[src/rtl/random_delay_timer_pkg.sv]
// random_delay_timer_pkg: shared state encoding and widths for the reaction-timer delay path
package random_delay_timer_pkg;
  localparam int RNG_WIDTH = 14;
  localparam int CLKS_PER_MS_DEFAULT = 100000;
  typedef enum logic [2:0] {
    IDLE,
    REQ,
    CAPTURE,
    WAIT,
    GO,
    DONE,
    FALSE_START
  } state_e;
endpackage

[src/rtl/ms_tick_prescaler.sv]
// ms_tick_prescaler: one-cycle tick every CLKS_PER_MS cycles, restarted from zero by clear
module ms_tick_prescaler
  import random_delay_timer_pkg::*;
#(
  parameter int CLKS_PER_MS = CLKS_PER_MS_DEFAULT
) (
  input  logic clk,
  input  logic reset,
  input  logic clear,
  output logic tick
);
  localparam int CW = CLKS_PER_MS > 1 ? $clog2(CLKS_PER_MS) : 1;
  localparam logic [CW-1:0] LAST = CW'(CLKS_PER_MS - 1);
  logic [CW-1:0] cnt_q, cnt_d;
  always_comb begin
    tick = !clear && cnt_q == LAST;
    cnt_d = (clear || tick) ? '0 : cnt_q + 1'b1;
  end
  always_ff @(posedge clk or posedge reset)
    if (reset) cnt_q <= '0;
    else cnt_q <= cnt_d;
endmodule

[src/rtl/random_delay_timer.sv]
// random_delay_timer: requests an LFSR value, counts a bounded random ms delay, then raises go
module random_delay_timer
  import random_delay_timer_pkg::*;
#(
  parameter int CLKS_PER_MS  = CLKS_PER_MS_DEFAULT,
  parameter int MIN_DELAY_MS = 1000,
  parameter int RANGE_BITS   = 11
) (
  input  logic                 clk,
  input  logic                 reset,
  input  logic                 start,
  input  logic                 button,
  output logic                 rng_enable,
  input  logic [RNG_WIDTH-1:0] random_value,
  output logic                 go,
  output logic                 go_pulse,
  output logic                 false_start,
  output logic                 busy,
  output logic [RNG_WIDTH-1:0] delay_ms
);
  localparam logic [RNG_WIDTH-1:0] RANGE_MASK = RNG_WIDTH'((1 << RANGE_BITS) - 1);
  localparam logic [RNG_WIDTH-1:0] MIN_DELAY  = RNG_WIDTH'(MIN_DELAY_MS);
  state_e state_q, state_d;
  logic start_prev_q, button_prev_q;
  logic [RNG_WIDTH-1:0] ms_cnt_q, ms_cnt_d, delay_ms_q, delay_ms_d;
  logic rng_enable_q, rng_enable_d, go_q, go_d, go_pulse_q, go_pulse_d;
  logic false_start_q, false_start_d, busy_q, busy_d;
  logic tick, start_rise, button_rise, expired;
  ms_tick_prescaler #(.CLKS_PER_MS(CLKS_PER_MS)) u_prescaler (
    .clk   (clk),
    .reset (reset),
    .clear (state_q != WAIT),
    .tick  (tick)
  );
  // Leaving WAIT on the tick that takes the counter to zero puts GO exactly delay*CLKS_PER_MS cycles in
  always_comb begin
    start_rise  = start && !start_prev_q;
    button_rise = button && !button_prev_q;
    expired     = ms_cnt_q == '0 || (tick && ms_cnt_q == RNG_WIDTH'(1));
    state_d     = state_q;
    case (state_q)
      IDLE, DONE, FALSE_START: if (start_rise) state_d = REQ;
      REQ:                     state_d = CAPTURE;
      CAPTURE:                 state_d = WAIT;
      WAIT:                    state_d = button_rise ? FALSE_START : expired ? GO : WAIT;
      GO:                      if (button_rise) state_d = DONE;
      default:                 state_d = IDLE;
    endcase
    delay_ms_d    = state_q == CAPTURE ? MIN_DELAY + (random_value & RANGE_MASK) : delay_ms_q;
    ms_cnt_d      = state_q == CAPTURE ? delay_ms_d :
                    (state_q == WAIT && tick && ms_cnt_q != '0) ? ms_cnt_q - 1'b1 : ms_cnt_q;
    rng_enable_d  = state_d == REQ;
    go_d          = state_d == GO;
    go_pulse_d    = state_d == GO && state_q != GO;
    false_start_d = state_d == FALSE_START;
    busy_d        = state_d inside {REQ, CAPTURE, WAIT};
  end
  always_ff @(posedge clk or posedge reset)
    if (reset) begin
      state_q       <= IDLE;
      start_prev_q  <= 1'b0;
      button_prev_q <= 1'b0;
      ms_cnt_q      <= '0;
      delay_ms_q    <= '0;
      rng_enable_q  <= 1'b0;
      go_q          <= 1'b0;
      go_pulse_q    <= 1'b0;
      false_start_q <= 1'b0;
      busy_q        <= 1'b0;
    end else begin
      state_q       <= state_d;
      start_prev_q  <= start;
      button_prev_q <= button;
      ms_cnt_q      <= ms_cnt_d;
      delay_ms_q    <= delay_ms_d;
      rng_enable_q  <= rng_enable_d;
      go_q          <= go_d;
      go_pulse_q    <= go_pulse_d;
      false_start_q <= false_start_d;
      busy_q        <= busy_d;
    end
  assign rng_enable  = rng_enable_q;
  assign go          = go_q;
  assign go_pulse    = go_pulse_q;
  assign false_start = false_start_q;
  assign busy        = busy_q;
  assign delay_ms    = delay_ms_q;
endmodule

[config.mk]
export PLATFORM = sky130hd
export DESIGN_NAME = random_delay_timer
export DESIGN_NICKNAME = d
export VERILOG_FILES = /design/src/rtl/random_delay_timer_pkg.sv /design/src/rtl/ms_tick_prescaler.sv /design/src/rtl/random_delay_timer.sv
export SDC_FILE = /design/constraint.sdc
export NUM_CORES = 1
export LEC_CHECK = 0
export CAP_MARGIN = 15
export CELL_PAD_IN_SITES_DETAIL_PLACEMENT = 0
export CELL_PAD_IN_SITES_GLOBAL_PLACEMENT = 1
export CORE_MARGIN = 10
export CORE_UTILIZATION = 48
export CTS_BUF_LIST = sky130_fd_sc_hd__clkbuf_8
export DETAILED_ROUTE_END_ITERATION = 6
export GPL_ROUTABILITY_DRIVEN = 0
export GPL_TIMING_DRIVEN = 0
export PLACE_DENSITY = 0.95
export SYNTH_ARGS = -nofsm -noshare
export SYNTH_HDL_FRONTEND = slang
export SYNTH_SLANG_ARGS = --single-unit
[constraint.sdc]
create_clock -name clk -period 3.4 [get_ports clk]
set_input_delay 0.34 -clock clk [delete_from_list [all_inputs] [get_ports clk]]
set_output_delay 0.34 -clock clk [all_outputs]
set_load 0.02 [all_outputs]
Yosys cells after proc, flatten, opt, wreduce, memory -nomap -nowiden

Cells that the tools add are included.

Word-level logic and storage cells: 56
Output and inout port bits: 19
Bits of input ports: 18
Bits in latches: 0
Bits in registers: 55
ROM bits: 0
RAM bits: 0
Memories kept: 0

Shifts and indexed selects: 0
Reduce and logical (&&, ||, !) cells: 18
Muxes and demuxes: 9
Equal/unequal tests: 15
Bitwise gates (word level): 0
$add $sub $neg: 3
Multipliers: 0
Divide/modulo/power cells: 0
Magnitude comparators: 0

Operators by type and width:

| operator                 | count |
|---|---|
| $mux W14                 | 3 |
| $add A17 B1 Y17 const B  | 1 |
| $eq A17 B17 Y1 const B   | 1 |
| $mux W17                 | 1 |
| $eq A3 B3 Y1 const B     | 5 |
| $pmux W3 S5              | 1 |
| $eq A14 B1 Y1 const B    | 1 |
| $logic_not A14 Y1        | 1 |
| $reduce_bool A14 Y1      | 1 |
| $sub A14 B1 Y14 const B  | 1 |
| $add A10 B11 Y12 const A | 1 |
| $eq A3 B2 Y1 const B     | 4 |
| $mux W3                  | 4 |
| $logic_and A1 B1 Y1      | 7 |
| $eq A3 B1 Y1 const B     | 2 |
| $logic_not A1 Y1         | 3 |
| $logic_not A3 Y1         | 1 |
| $ne A3 B2 Y1 const B     | 1 |
| $ne A3 B3 Y1 const B     | 1 |
| $reduce_bool A3 Y1       | 1 |
| $reduce_or A3 Y1         | 1 |
| $logic_or A1 B1 Y1       | 2 |
| $reduce_bool A2 Y1       | 1 |

Longest topological paths before layout

Depth after elaboration: 10
Mapped depth: 7
Depth with buffers taken out: 7

Cells and area by module

From an unflattened synthesis, not the netlist that was laid out.

Cells, all modules: 301
Area total of the unflattened synthesis: 2919.0 µm²

Modules (own cells, without submodules):

| module             | instances | area an instance (µm²) | cells an instance | seq. area each (µm²) |
|---|---|---|---|---|
| random_delay_timer | 1         | 2015.7                 | 212               | 950.9 |
| ms_tick_prescaler  | 1         | 903.4                  | 89                | 425.4 |

Worst setup path after synthesis

No wires, ideal clock.

Path type: reg2reg
From: reg u_prescaler.cnt_q[0]
To: reg go_pulse_q, in the netlist go_pulse
Required time: 3293 ps
Cell stages (with the launch flop): 7
Setup slack: 1341 ps
Clock period less this slack: 2059 ps
Setup time: 107 ps
Path buffers: 0
Arrival: 1952 ps
Cell sequence: dfrtp_1 > ha_1 > and4_1 > nand4_2 > or4_4 > a21bo_2 > a2111oi_4

Cells in the longest elaborated chain, start to end: 9

RTL lines:

| item                   | line                     | RTL |
|---|---|---|
| start, declared        | ms_tick_prescaler.sv:14  | `logic [CW-1:0] cnt_q, cnt_d;` |
| start signal, assigned | ms_tick_prescaler.sv:21  | `else cnt_q <= cnt_d;` |
| $eq A17 B17 Y1         | ms_tick_prescaler.sv:16  | `tick = !clear && cnt_q == LAST;` |
| $logic_and A1 B1 Y1    | ms_tick_prescaler.sv:16  |  |
| $logic_and A1 B1 Y1    | random_delay_timer.sv:39 | `expired = ms_cnt_q == '0 \|\| (tick && ms_cnt_q == RNG_WIDTH'(1));` |
| $logic_or A1 B1 Y1     | random_delay_timer.sv:39 |  |
| $mux W3 (2 in series)  | random_delay_timer.sv:45 | `WAIT: state_d = button_rise ? FALSE_START : expired ? GO : WAIT;` |
| $pmux W3 S5            | random_delay_timer.sv:41 | `case (state_q)` |
| net state_d[1]         | random_delay_timer.sv:23 | `state_e state_q, state_d;` |
| $eq A3 B3 Y1           | random_delay_timer.sv:54 | `go_pulse_d = state_d == GO && state_q != GO;` |
| $logic_and A1 B1 Y1    | random_delay_timer.sv:54 |  |
| net go_pulse_d         | random_delay_timer.sv:26 | `logic rng_enable_q, rng_enable_d, go_q, go_d, go_pulse_q, go_pulse_d;` |
| end signal, assigned   | random_delay_timer.sv:78 | `go_pulse_q <= go_pulse_d;` |
| end, declared          | random_delay_timer.sv:26 |  |

The timed path passes the listed nets, and every way through them passes these cells.
A chain may end at the register's enable or synchronous reset.

Final worst setup path

From: reg u_prescaler.cnt_q[0]
To: reg ms_cnt_q[2]

Cells in the longest elaborated chain, start to end: 5

RTL lines:

| item                              | line                     | RTL |
|---|---|---|
| $eq A17 B17 Y1                    | ms_tick_prescaler.sv:16  |  |
| $logic_and A1 B1 Y1               | ms_tick_prescaler.sv:16  |  |
| $logic_and A1 B1 Y1 (2 in series) | random_delay_timer.sv:51 | `(state_q == WAIT && tick && ms_cnt_q != '0) ? ms_cnt_q - 1'b1 : ms_cnt_q;` |
| $reduce_bool A2 Y1 (no line)      | -                        |  |
| end signal, assigned              | random_delay_timer.sv:74 | `ms_cnt_q <= ms_cnt_d;` |
| end, declared                     | random_delay_timer.sv:25 | `logic [RNG_WIDTH-1:0] ms_cnt_q, ms_cnt_d, delay_ms_q, delay_ms_d;` |

No other way between the ends.

==> results.md <==
## Placement
• **placed wire-length estimate after detailed placement** 4450 um
• **cell area after placement** 3280 sq um
• **Port Buffers** 33

## Power
• **clock share of power** 0.137
• **fraction of power consumed by combinational cells** 0.491
• **total net switching power** 1150 uW
• **power per cell area** 787 nW/um^2
• **IR Drop Worst-Case VDD** 0.541 mV
• **sequential share of power** 0.371
• **internal power summed over all cells** 1500 uW
• **Static Leak** 0.00141 uW
• **proportion of total power due to net switching** 0.436

## Timing
• **setup TNS after final layout** 0 ns
• **number of failing hold endpoints at the final stage** 0
• **peak clock frequency supported by timing** 423 MHz
• **part of the cycle the worst path needs** 0.695
• **final period demand of the worst path** 2.36 ns
• **clock skew after layout** 0.00532 ns
• **RSZ-0062 raised after global routing** no
• **Final setup viols** 0
• **Rel. slew slack** 0.445
• **final number of max-transition violations** 0
• **slew of the pin with the lowest slew margin** 0.825 ns
• **worst hold slack** 0.323 ns

## CTS
• **Inserted Clock Buffers** 5
• **clock-pin transition on the worst setup and hold timing paths** 0.10 ns
• **clk sink count** 55
• **H-tree Lvls** 2
• **Worst-Skew Late Latency** 0.32 ns
• **PostCTS Resize Cnt** 0
• **Post-CTS Repair Setup Buffers** 0
• **Bufs on Longest Clock Path** 2
• **Hold Buf Count CTS** 0
• **clock tree from TritonCTS** built
• **library cell used as clock root buffer** sky130_fd_sc_hd__clkbuf_8

## GRT
• **pin count of the biggest net entering global routing** 39
• **antenna violations before repair** 0
• **number of global-route vias before repair** 2,197
• **gr ovfl total** 0
• **global-route wire length before repair** 10,600 um
• **overall global routing resource usage** 0.130

## Synthesis
• **most instantiated library cell after synthesis** sky130_fd_sc_hd__dfrtp_1
• **simple-gate portion of the synthesized area** 0.259
• **top cells by area in the synthesized netlist** sky130_fd_sc_hd__dfrtp_1 (48%), sky130_fd_sc_hd__nand2_1 (4.2%), sky130_fd_sc_hd__nor2_1 (4.0%), sky130_fd_sc_hd__xnor2_1 (3.4%), sky130_fd_sc_hd__xor2_1 (3.1%)
• **#FFs+latches synth** 55
• **Seq/Total Area, Yosys** 0.484
• **primary flip-flop cell chosen by synthesis mapping** sky130_fd_sc_hd__dfrtp_1
• **summed instance area of the synthesized netlist** 2840 sq um
• **number of enable-type register cells in the synthesized netlist** 0
• **total of warnings raised by yosys** 0
• **share of synthesized cell area in full adder, half adder and majority cells** 0.0220
• **top cell type by total area after synthesis** sky130_fd_sc_hd__dfrtp_1
• **post-synthesis instance total** 288
• **area fraction in compound gates after synthesis** 0.130
• **Post-synth ARST share** 1.00
• **top cells by count, synth** sky130_fd_sc_hd__dfrtp_1 (55), sky130_fd_sc_hd__nand2_1 (32), sky130_fd_sc_hd__nor2_1 (30), sky130_fd_sc_hd__inv_1 (13), sky130_fd_sc_hd__nand3_1 (12)
• **area share of the largest cell type after synthesis** 0.484
• **nets in the synthesized netlist** 311
• **post-synthesis mux area share** 0.00749
• **parity-gate share of the synthesized area counting xor and xnor cells** 0.0647
• **synthesized area per cell** 9.87 sq um
• **number of unique standard cell types used by synthesis** 54
• **combinational family with the most area after synthesis** simple AND/OR/NAND/NOR gates

## Worst setup path
• **required time at the worst-slack endpoint** 3.61 ns
• **arrival time at the worst endpoint** 2.57 ns
• **Worst setup SP type** flop
• **nature of the critical path endpoint** flop
• **critical setup path kind** reg -> reg
• **critical path fanouts, max** 10

## Finish
• **number of nets at the end of the flow** 352
• **layout cell share with drive strength beyond 1** 0.0758
• **number of antenna cells inserted** 0
• **area added between synthesis and finish** 18.5%
• **final instance area** 3370 sq um

## Flow run
• **max cap viols** 0

## Route
• **vias per std cell** 5.53
• **Remaining DRCs** 0
• **Post-DRT Antenna Nets** 0
• **wire length per cell** 15.3 um
• **detailed-routing iteration count for the pre-antenna-repair pass** 4
• **total number of vias** 2,222
• **starting DRC count in detailed routing** 105
• **Total Routed Length** 6150 um

## Floorplanning
• **Die X-Extent** 96.9 um
• **effective utilization at floorplan** 0.504
• **core footprint** 5640 sq um
• **I/O pins** 37
• **number of core rows** 27
• **vertical extent of the die** 96.9 um
• **total die area** 9400 sq um

## Status
• **status** completed

## Hold path
• **HP Class** in -> async

-- worst max-delay path: stages (launching register included) --
cell	delay, ns
sky130_fd_sc_hd__dfrtp_1	0.39
sky130_fd_sc_hd__ha_1	0.21
sky130_fd_sc_hd__and4_1	0.32
sky130_fd_sc_hd__nand4_1	0.18
sky130_fd_sc_hd__a211oi_2	0.46
sky130_fd_sc_hd__buf_2	0.36
sky130_fd_sc_hd__a21oi_1	0.11
sky130_fd_sc_hd__a211o_1	0.22
-- metrics by stage --
step / worst slack (ns) / std cells / power (uW) / util
2_1_floorplan: 1.34 / 288 / 1850 / -
3_3_place_gp: 0.703 / 393 / 2260 / 0.578
3_5_place_dp: 0.788 / 394 / 2300 / 0.582
4_1_cts: 1.09 / 402 / 2660 / 0.597
5_1_grt: 0.886 / 402 / 2870 / 0.597
6_report: 1.04 / 402 / 2650 / 0.597
-- power by group through the flow --
stage | Clock [uW] | Sequential [uW] | Combinational (uW)
global placement | 0 | 987 | 1280
CTS | 366 | 984 | 1310
floorplan | 0 | 1070 | 781
detailed placement | 0 | 994 | 1300
global route | 394 | 1010 | 1460
finish | 364 | 984 | 1300
-- sequential cells by signal, indices dropped and copies added (netlist names) --
name               count
busy                   1
button_prev_q          1
delay_ms              14
false_start            1
go                     1
go_pulse               1
ms_cnt_q              14
rng_enable             1
start_prev_q           1
state_q                3
u_prescaler.cnt_q     17
-- cell type report --
cell class	count	area, sq um
plain buffers	10	42.5
clock buffers	5	68.8
clock inverters	3	16.3
fillers	500	2270
inverters	13	48.8
multi-input cells	210	1370
flip-flops and latches	55	1380
well taps	72	90.1
repair buffers	34	350
-- final timing paths --
| check | startpoint | to | slack, ns | depth (start not counted) |
|---|---|---|---|---|
| max | u_prescaler.cnt_q[0] | ms_cnt_q[2] | 1.04 | 7 |
| min | reset | u_prescaler.cnt_q[14] | 0.32 | 2 |
| max reg2reg | u_prescaler.cnt_q[0] | ms_cnt_q[2] | 1.04 | 7 |
| min reg2reg | u_prescaler.cnt_q[0] | u_prescaler.cnt_q[0] | 0.48 | 1 |
| max in group asynchronous | reset | ms_cnt_q[5] | 2.55 | 3 |
| min in group clk | u_prescaler.cnt_q[0] | u_prescaler.cnt_q[0] | 0.48 | 1 |
-- placed cells by master, fill, tap and decap left out, drive strengths merged, types with 3 or more instances in the layout --
| cell | n |
|---|---|
| nor3 | 10 |
| nand3 | 12 |
| or3 | 5 |
| nand4 | 11 |
| and3 | 6 |
| dfrtp | 55 |
| inv | 14 |
| o21a | 3 |
| nor2 | 30 |
| o21ai | 6 |
| xnor2 | 11 |
| a211oi | 4 |
| and2 | 3 |
| nand2 | 32 |
| a2111oi | 3 |
| a21oi | 9 |
| buf | 5 |
| nand3b | 3 |
| nor4 | 6 |
| a211o | 5 |
| nand2b | 3 |
| or4 | 3 |
| clkbuf | 11 |
| xor2 | 10 |
| clkdlybuf4s50 | 33 |
| ha | 5 |
| or2 | 3 |
-- routing by layer --
metal / track usage / wire length [um]
met1: 0.165 / 2870
met2: 0.203 / 2880
met3: 0.0483 / 342
met4: 0.0316 / 53
met5: 0 / 0
-- kinds of logic after synthesis --
| family | count (synthesis) |
|---|---|
| fa+ha+maj | 5 |
| simple gates | 134 |
| compound gates | 48 |
| buf+inv | 23 |
| mux | 2 |
| xor+xnor | 21 |
| flops | 55 |
(Power assumes the default switching activity.)
